<file path="src/rtl/rx_edge_bit_sampler.sv">
// rx_edge_bit_sampler
// Oversampling edge/bit counter and 3-point majority sampler for a UART receiver.
// Counts Prescale oversamples per bit and 10 or 11 bits per frame. It votes the
// middle three oversamples of every bit and strobes the result downstream.
//
// Ports
//   CLK             in   1  receive clock at Prescale x baud
//   RST             in   1  synchronous active-high reset
//   enable          in   1  frame active, from the RX FSM
//   RX_IN           in   1  synchronised serial line
//   Prescale        in   6  oversampling ratio (8, 16, 32; anything else acts as 8)
//   PAR_EN          in   1  parity bit present in the frame
//   edge_cnt        out  6  oversample index within the current bit
//   bit_cnt         out  4  bit index within the frame (0 start, 1..8 data, 9/10 parity/stop)
//   sampled_bit     out  1  majority-voted bit value
//   sample_valid    out  1  one-cycle strobe: sampled_bit is new
//   deserializer_en out  1  one-cycle shift strobe, data bits only
//   frame_done      out  1  high on the final oversample of the last bit
module rx_edge_bit_sampler (
  input  logic       CLK,
  input  logic       RST,
  input  logic       enable,
  input  logic       RX_IN,
  input  logic [5:0] Prescale,
  input  logic       PAR_EN,
  output logic [5:0] edge_cnt,
  output logic [3:0] bit_cnt,
  output logic       sampled_bit,
  output logic       sample_valid,
  output logic       deserializer_en,
  output logic       frame_done
);

  localparam logic [5:0] P_DEFAULT = 6'd8;

  logic [5:0] edge_q, edge_d;
  logic [3:0] bit_q, bit_d;
  logic       sampled_q, sampled_d;
  logic       valid_q, valid_d;
  logic       deser_q, deser_d;
  logic       s0_q, s0_d;
  logic       s1_q, s1_d;
  logic [5:0] p_q, p_d;
  logic       par_q, par_d;
  logic       en_q;

  logic       first;
  logic [5:0] p_legal;
  logic [5:0] p_eff;
  logic       par_eff;
  logic [5:0] p_half;
  logic [3:0] bit_last;
  logic       edge_wrap;
  logic       frame_end;

  // Map illegal oversampling ratios onto the safe default.
  always_comb begin
    case (Prescale)
      6'd8, 6'd16, 6'd32: p_legal = Prescale;
      default:            p_legal = P_DEFAULT;
    endcase
  end

  // On the first enabled cycle the latched copies are not yet loaded, so the
  // live inputs are used directly; afterwards the frozen copies rule.
  assign first     = enable & ~en_q;
  assign p_eff     = first ? p_legal : p_q;
  assign par_eff   = first ? PAR_EN  : par_q;
  assign p_half    = p_eff >> 1;
  assign bit_last  = par_eff ? 4'd10 : 4'd9;
  assign edge_wrap = (edge_q == p_eff - 6'd1);
  assign frame_end = edge_wrap && (bit_q == bit_last);

  // NOTE: every signal written here gets a default first, so no path can leave
  // a value unassigned and infer a latch.
  always_comb begin
    edge_d    = '0;
    bit_d     = '0;
    valid_d   = 1'b0;
    deser_d   = 1'b0;
    sampled_d = sampled_q;
    s0_d      = 1'b0;
    s1_d      = 1'b0;
    p_d       = p_q;
    par_d     = par_q;

    if (enable) begin
      p_d   = p_eff;
      par_d = par_eff;
      s0_d  = s0_q;
      s1_d  = s1_q;

      if (edge_wrap) begin
        edge_d = '0;
        bit_d  = frame_end ? 4'd0 : bit_q + 4'd1;
      end else begin
        edge_d = edge_q + 6'd1;
        bit_d  = bit_q;
      end

      if (edge_q == p_half - 6'd2) s0_d = RX_IN;
      if (edge_q == p_half - 6'd1) s1_d = RX_IN;

      // Third sample point: vote and strobe. The strobe is registered, so it
      // appears one clock later, tagged with the bit index of the sampled bit.
      if (edge_q == p_half) begin
        sampled_d = (s0_q & s1_q) | (s0_q & RX_IN) | (s1_q & RX_IN);
        valid_d   = 1'b1;
        deser_d   = (bit_q >= 4'd1) && (bit_q <= 4'd8);
      end
    end
  end

  // NOTE: sequential state uses non-blocking assignments only, so every
  // register samples the pre-edge values of the others.
  always_ff @(posedge CLK) begin
    if (RST) begin
      edge_q    <= '0;
      bit_q     <= '0;
      sampled_q <= 1'b1;
      valid_q   <= 1'b0;
      deser_q   <= 1'b0;
      s0_q      <= 1'b0;
      s1_q      <= 1'b0;
      p_q       <= P_DEFAULT;
      par_q     <= 1'b0;
      en_q      <= 1'b0;
    end else begin
      edge_q    <= edge_d;
      bit_q     <= bit_d;
      sampled_q <= sampled_d;
      valid_q   <= valid_d;
      deser_q   <= deser_d;
      s0_q      <= s0_d;
      s1_q      <= s1_d;
      p_q       <= p_d;
      par_q     <= par_d;
      en_q      <= enable;
    end
  end

  assign edge_cnt        = edge_q;
  assign bit_cnt         = bit_q;
  assign sampled_bit     = sampled_q;
  assign sample_valid    = valid_q;
  assign deserializer_en = deser_q;
  assign frame_done      = enable & ~RST & frame_end;

endmodule

</file>
<file path="config.mk">
export PLATFORM = sky130hd
export DESIGN_NAME = rx_edge_bit_sampler
export DESIGN_NICKNAME = d
export VERILOG_FILES = /design/src/rtl/rx_edge_bit_sampler.sv
export SDC_FILE = /design/constraint.sdc
export NUM_CORES = 1
export LEC_CHECK = 0
export ABC_CLOCK_PERIOD_IN_PS = 2100
export CORE_ASPECT_RATIO = 0.75
export CORE_MARGIN = 2
export CORE_UTILIZATION = 48
export CTS_CLUSTER_SIZE = 40
export DETAILED_ROUTE_END_ITERATION = 8
export PLACE_DENSITY = 0.84
export SLEW_MARGIN = 10
export SYNTH_ARGS = -nofsm -noshare
export SYNTH_HDL_FRONTEND = slang
export SYNTH_SLANG_ARGS = --single-unit
</file>
<file path="constraint.sdc">
create_clock -name CLK -period 2.1 [get_ports CLK]
set_input_delay 0.21 -clock CLK [delete_from_list [all_inputs] [get_ports CLK]]
set_output_delay 0.21 -clock CLK [all_outputs]
set_load 0.005 [all_outputs]
</file>
### After elaboration in Yosys (flattened, before gate mapping)

Index checks and enable logic that the tools add are counted.

| operators by class | value |
|---|---|
| add/subtract/negate cells | 5 |
| $mul | 0 |
| divide/modulo/power cells | 0 |
| magnitude comparators | 2 |
| equality and inequality tests | 8 |
| shift-type cells | 0 |
| mux-type cells | 6 |
| bitwise logic cells | 12 |
| reductions and logical operators | 7 |

Operators with widths:

| operator | number |
|---|---|
| 6-bit == test | 3 |
| 6-bit two-way mux | 2 |
| 3-bit OR reduction | 3 |
| 6-bit by 1-bit adder with 6-bit output, second input constant | 1 |
| 1-bit bitwise AND | 6 |
| 6-bit by 4-bit == test with 1-bit output, second input constant | 1 |
| 6-bit by 5-bit == test with 1-bit output | 1 |
| 6-bit by 5-bit == test with 1-bit output, second input constant | 1 |
| 6-bit == test, second input constant | 1 |
| 5-bit by 1-bit subtractor with 6-bit output, second input constant | 1 |
| 5-bit by 2-bit subtractor with 6-bit output, second input constant | 1 |
| 6-bit by 1-bit subtractor with 6-bit output, second input constant | 1 |
| 4-bit by 1-bit adder with 4-bit output, second input constant | 1 |
| 4-bit == test | 1 |
| 4-bit by 1-bit greater-or-equal comparator with 1-bit output, second input constant | 1 |
| 4-bit <= comparator, second input constant | 1 |
| 4-bit two-way mux | 1 |
| 1-bit NOT | 4 |
| 1-bit logical AND | 2 |
| 1-bit two-way mux | 2 |
| 2-bit two-way mux | 1 |
| 1-bit OR | 2 |
| 2-bit AND reduction | 1 |
| 2-bit OR reduction | 1 |

| storage, ports and cells | value |
|---|---|
| register bits after elaboration | 23 |
| latch bits | 0 |
| bits in writable memories | 0 |
| bits in read-only memories | 0 |
| bits of input ports | 11 |
| output and inout port bits | 14 |
| memories | 0 |

### Depth between registers and ports, before layout

| logic depth | value |
|---|---|
| depth in word-level cells | 8 |
| mapped depth | 8 |

### Worst setup path after synthesis

OpenSTA, ideal clock, no wires.

| path | value |
|---|---|
| path type | register -> output |
| start point | register en_q |
| end point | output frame_done |
| arrival | 1.924 ns |
| data required time | 1.890 ns |
| path slack | -0.034 ns |
| cell stages (with the launch flop) | 7 |
| path buffers | 0 |
| cell sequence | dfxtp_1 > and2b_4 > or3_1 > a2111oi_2 > mux2i_1 > a211oi_4 > and4_1 |

| on the way | value |
|---|---|
| cells in the longest elaborated chain, start to end | 7 |
| elaborated cells between the ends (all ways) | 10 |

RTL lines:

| element | line | source |
|---|---|---|
| start: declaration | 45 | `logic en_q;` |
| start signal: assignment | 138 | `en_q <= enable;` |
| 1-bit NOT * | 66 | `assign first = enable & ~en_q;` |
| 1-bit bitwise AND * | 66 |  |
| 6-bit two-way mux or 1-bit two-way mux (tied branches) | 67, 68 |  |
| 6-bit by 1-bit subtractor with 6-bit output or 2-bit two-way mux (tied branches) | 71, 70 |  |
| 6-bit == test or 4-bit == test (tied branches) | 71, 72 |  |
| 1-bit logical AND * | 72 | `assign frame_end = edge_wrap && (bit_q == bit_last);` |
| 1-bit bitwise AND * | 147 | `assign frame_done = enable & ~RST & frame_end;` |
| end: declaration | 31 | `output logic frame_done` |

Mark *: on every way between the ends. The rest lies on a longest branch, timed or not.

### Worst setup path after layout

Same ends and word-level chain as after synthesis.

==> out/summary.txt <==
Tmin final: 2.41 ns
Cts bufs inserted: 3
Total track usage: 0.247
Yosys warning count: 0
CP cell instances: and2b_4 > or3_4 > a2111oi_4 > mux2i_1 > a211oi_4 > and4_1 > buf_2
Post-synth net total: 208
Core ar.: 3040 um2
Worst-path clk slew: 0.08 ns
CTS tree: yes
Final setup viols: 14
Pin count of the biggest net entering global routing: 13
Clock power frac: 0.332
Hold path depth: 2
Lkg Pwr: 0.000954 uW
Critical path's largest stage delay: 0.36 ns
Arrival time at the worst endpoint: 2.20 ns
Final GP Congestion: 0.907
Post-synth EDFFs: 0
Vias: 1698
Post-Syn Area: 1580 um2
Slowest-stage cell, CP: dfxtp_2
Crit Path Max Fanout: 5
Starting Density: 0.518
Clk Latency, worst-skew pair: 0.27 ns
Async SR Flop Fraction: 0
Total Routed Length: 4910 um
Routed Antenna Nets: 0
H-tree depth: 1
CTS sink cnt: 23
Vias/cell: 5.80
Met3 wire len: 391 um
Reg2Reg Depth: 10
Req. time, crit path: 1.89 ns
Seq pwr share: 0.527
Number of synthesized register bits: 23
IO Pins: 25
DP HPWL: 3040 um
Syn_area_per_cell: 8.21 um2
Diodes inserted: 0
# rows: 17
Max clock buf depth: 2
Placed cells: 281
Area Growth Syn to Fin: 46.5%
Sequential fraction of the synthesis area: 0.292
Worst-Margin Slew: 0.328 ns
Max-Cap Viols: 0
Crit path capture type: output port
RSZ-0062 raised after global routing: true
Switching power: 208 uW
Status: finished, violations left
DR iter-0 viols: 195
Routed len/inst: 16.8 um
Final Non-Filler Cells: 293
CP Class: reg -> out
Hold Violations, Final: 0
Failing checks: negative setup slack
CP Launch Type: flip-flop
Top routing layer used: met4
WL met1: 2010 um
Worst setup margin: -0.306 ns
Routed met2 length: 2370 um
Period utilization: 1.15
Main flop type after synthesis: dfxtp_1
Buffers on Ports: 24
Synth Instances: 192
Synth cell types: 50
Initial antenna violation count: 0
Final Cell Area: 2310 um2
Peak supply drop: 0.269 mV
Layout cell share with drive strength beyond 1: 0.341
Logic pwr share: 0.141
Hold Path Class: reg -> reg
Power per cell area: 365 nW/um2
Die Width: 70.2 um
Achievable frequency: 416 MHz
Nets@finish: 272
Die H: 53.6 um
Clk_skew: 0.00290 ns
Switching Fraction: 0.247
Grt total ovfl: 0
Pre-CTS setup slack: -0.803 ns
Fillers: 192
Multi-input combinational cell area: 1160 um2
First-pass GRT wire length: 7290 um
Final Slew Violations: 0
First-pass DRT Iterations: 6
Vias in the first global route: 1566
Remaining DRCs: 0
Cell Area, Placed: 2100 um2
Root buffer cell: clkbuf_8
Flip-flop and latch area: 462 um2
DIE AREA: 3760 um2
Core Util, Final: 0.759
Rel. slew slack: 0.781
P_int: 635 uW
[flip-flops by register name (all words and copies together), names as in the netlist]
| name | cells |
|---|---|
| sample_valid | 1 |
| par_q | 1 |
| deserializer_en | 1 |
| p_q | 6 |
| edge_cnt | 6 |
| s0_q | 1 |
| en_q | 1 |
| bit_cnt | 4 |
| s1_q | 1 |
| sampled_bit | 1 |
[cell type report]
class | count | area share
well taps | 38 | 0.0206
multi-input cells | 154 | 0.501
inverters | 5 | 0.00813
flip-flops and latches | 23 | 0.200
clock buffers | 4 | 0.0195
repair buffers | 69 | 0.251
[what timing repair did]
item                       4_1_cts  5_1_grt
gates resized for setup         38       12
setup buffers                    8        3
pin swaps                       16        4
gates cloned                     0        0
setup endpoints to repair       15       15
hold buffers                     0        0
[stage by stage]
step,setup TNS [ns],hold slack [ns],total power (uW)
floorplan,0,0.371,503
global placement,-6.63,0.462,560
detailed placement,-7.08,0.468,562
CTS,-1.37,0.477,837
global route,-2.75,0.541,877
finish,-1.50,0.502,843
[synth_stat cells (2+ instances only)]
cell       n  area [um2]
and4bb_2   2        25.0
ha_1       5        62.6
inv_1      5        18.8
o21ai_0    6        30.0
nor3b_1    2        15.0
nand4_1    3        18.8
xor2_1    10        87.6
xnor2_1    8        70.1
a21oi_1    7        35.0
nand3_1    5        25.0
clkbuf_1  10        37.5
dfxtp_1   23         460
nor2b_1    3        18.8
nor3_1     6        30.0
and2_1     3        18.8
nand2_1   19        71.3
nor2_1    27         101
o21a_1     2        15.0
or2_2      2        12.5
mux2i_1    7        70.1
o22ai_1    4        25.0
nand2b_1   5        31.3
[power by group through the flow]
stage	Clock, uW	Combinational (uW)	Sequential (uW)
2_1_floorplan	0	49.0	454
3_3_place_gp	0	105	454
3_5_place_dp	0	108	454
4_1_cts	282	110	444
5_1_grt	306	126	445
6_report	280	119	444
[cells in the final DEF (no fill, tap or decap), drive strengths merged, types with 2 or more instances in the layout]
cell type,count
nand2,19
clkdlybuf4s50,16
o22ai,4
o21a,2
and3,2
nand2b,5
nor3b,3
nand3,6
and2b,2
o21ai,6
ha,5
clkbuf,4
o311ai,2
nor3,6
xor2,10
mux2i,7
nor2b,3
clkdlybuf4s15,2
and4bb,2
dfxtp,23
nand4,3
a21oi,7
a22oi,2
and2,3
nor4,2
xnor2,8
buf,47
nor2,27
dlygate4sd2,4
inv,5
or2,2
[kinds of logic after synthesis]
kind of cell / after synthesis / synth area share
xor+xnor: 18 / 0.100
simple gates: 90 / 0.314
compound gates: 34 / 0.175
flops: 23 / 0.292
mux: 7 / 0.0444
fa+ha+maj: 5 / 0.0397
buf+inv: 15 / 0.0357
[routing by layer]
layer | vias to the layer above | GRT usage
met3 | 18 | 0.0468
met2 | 90 | 0.410
li1 | 796 | -
met1 | 794 | 0.336
met5 | - | 0
met4 | 0 | 0.0705
[final timing paths]
check,start,end,slack [ns]
worst min register to register,s0_q$_SDFFE_PP0N_,s0_q$_SDFFE_PP0N_,0.50
worst min-delay path,s0_q$_SDFFE_PP0N_,s0_q$_SDFFE_PP0N_,0.50
worst max register to register,en_q$_SDFF_PP0_,bit_cnt[3]$_SDFFE_PP0P_,-0.16
worst max-delay path,en_q$_SDFF_PP0_,frame_done,-0.31
[critical path, delay by kind of cell (launching register included)]
kind / cells / cell delay (ns)
simple gates: 3 / 0.75
compound gates: 2 / 0.54
flops: 1 / 0.36
mux: 1 / 0.17
buf+inv: 1 / 0.11
Note: power is estimated with default switching activity, not from simulation.
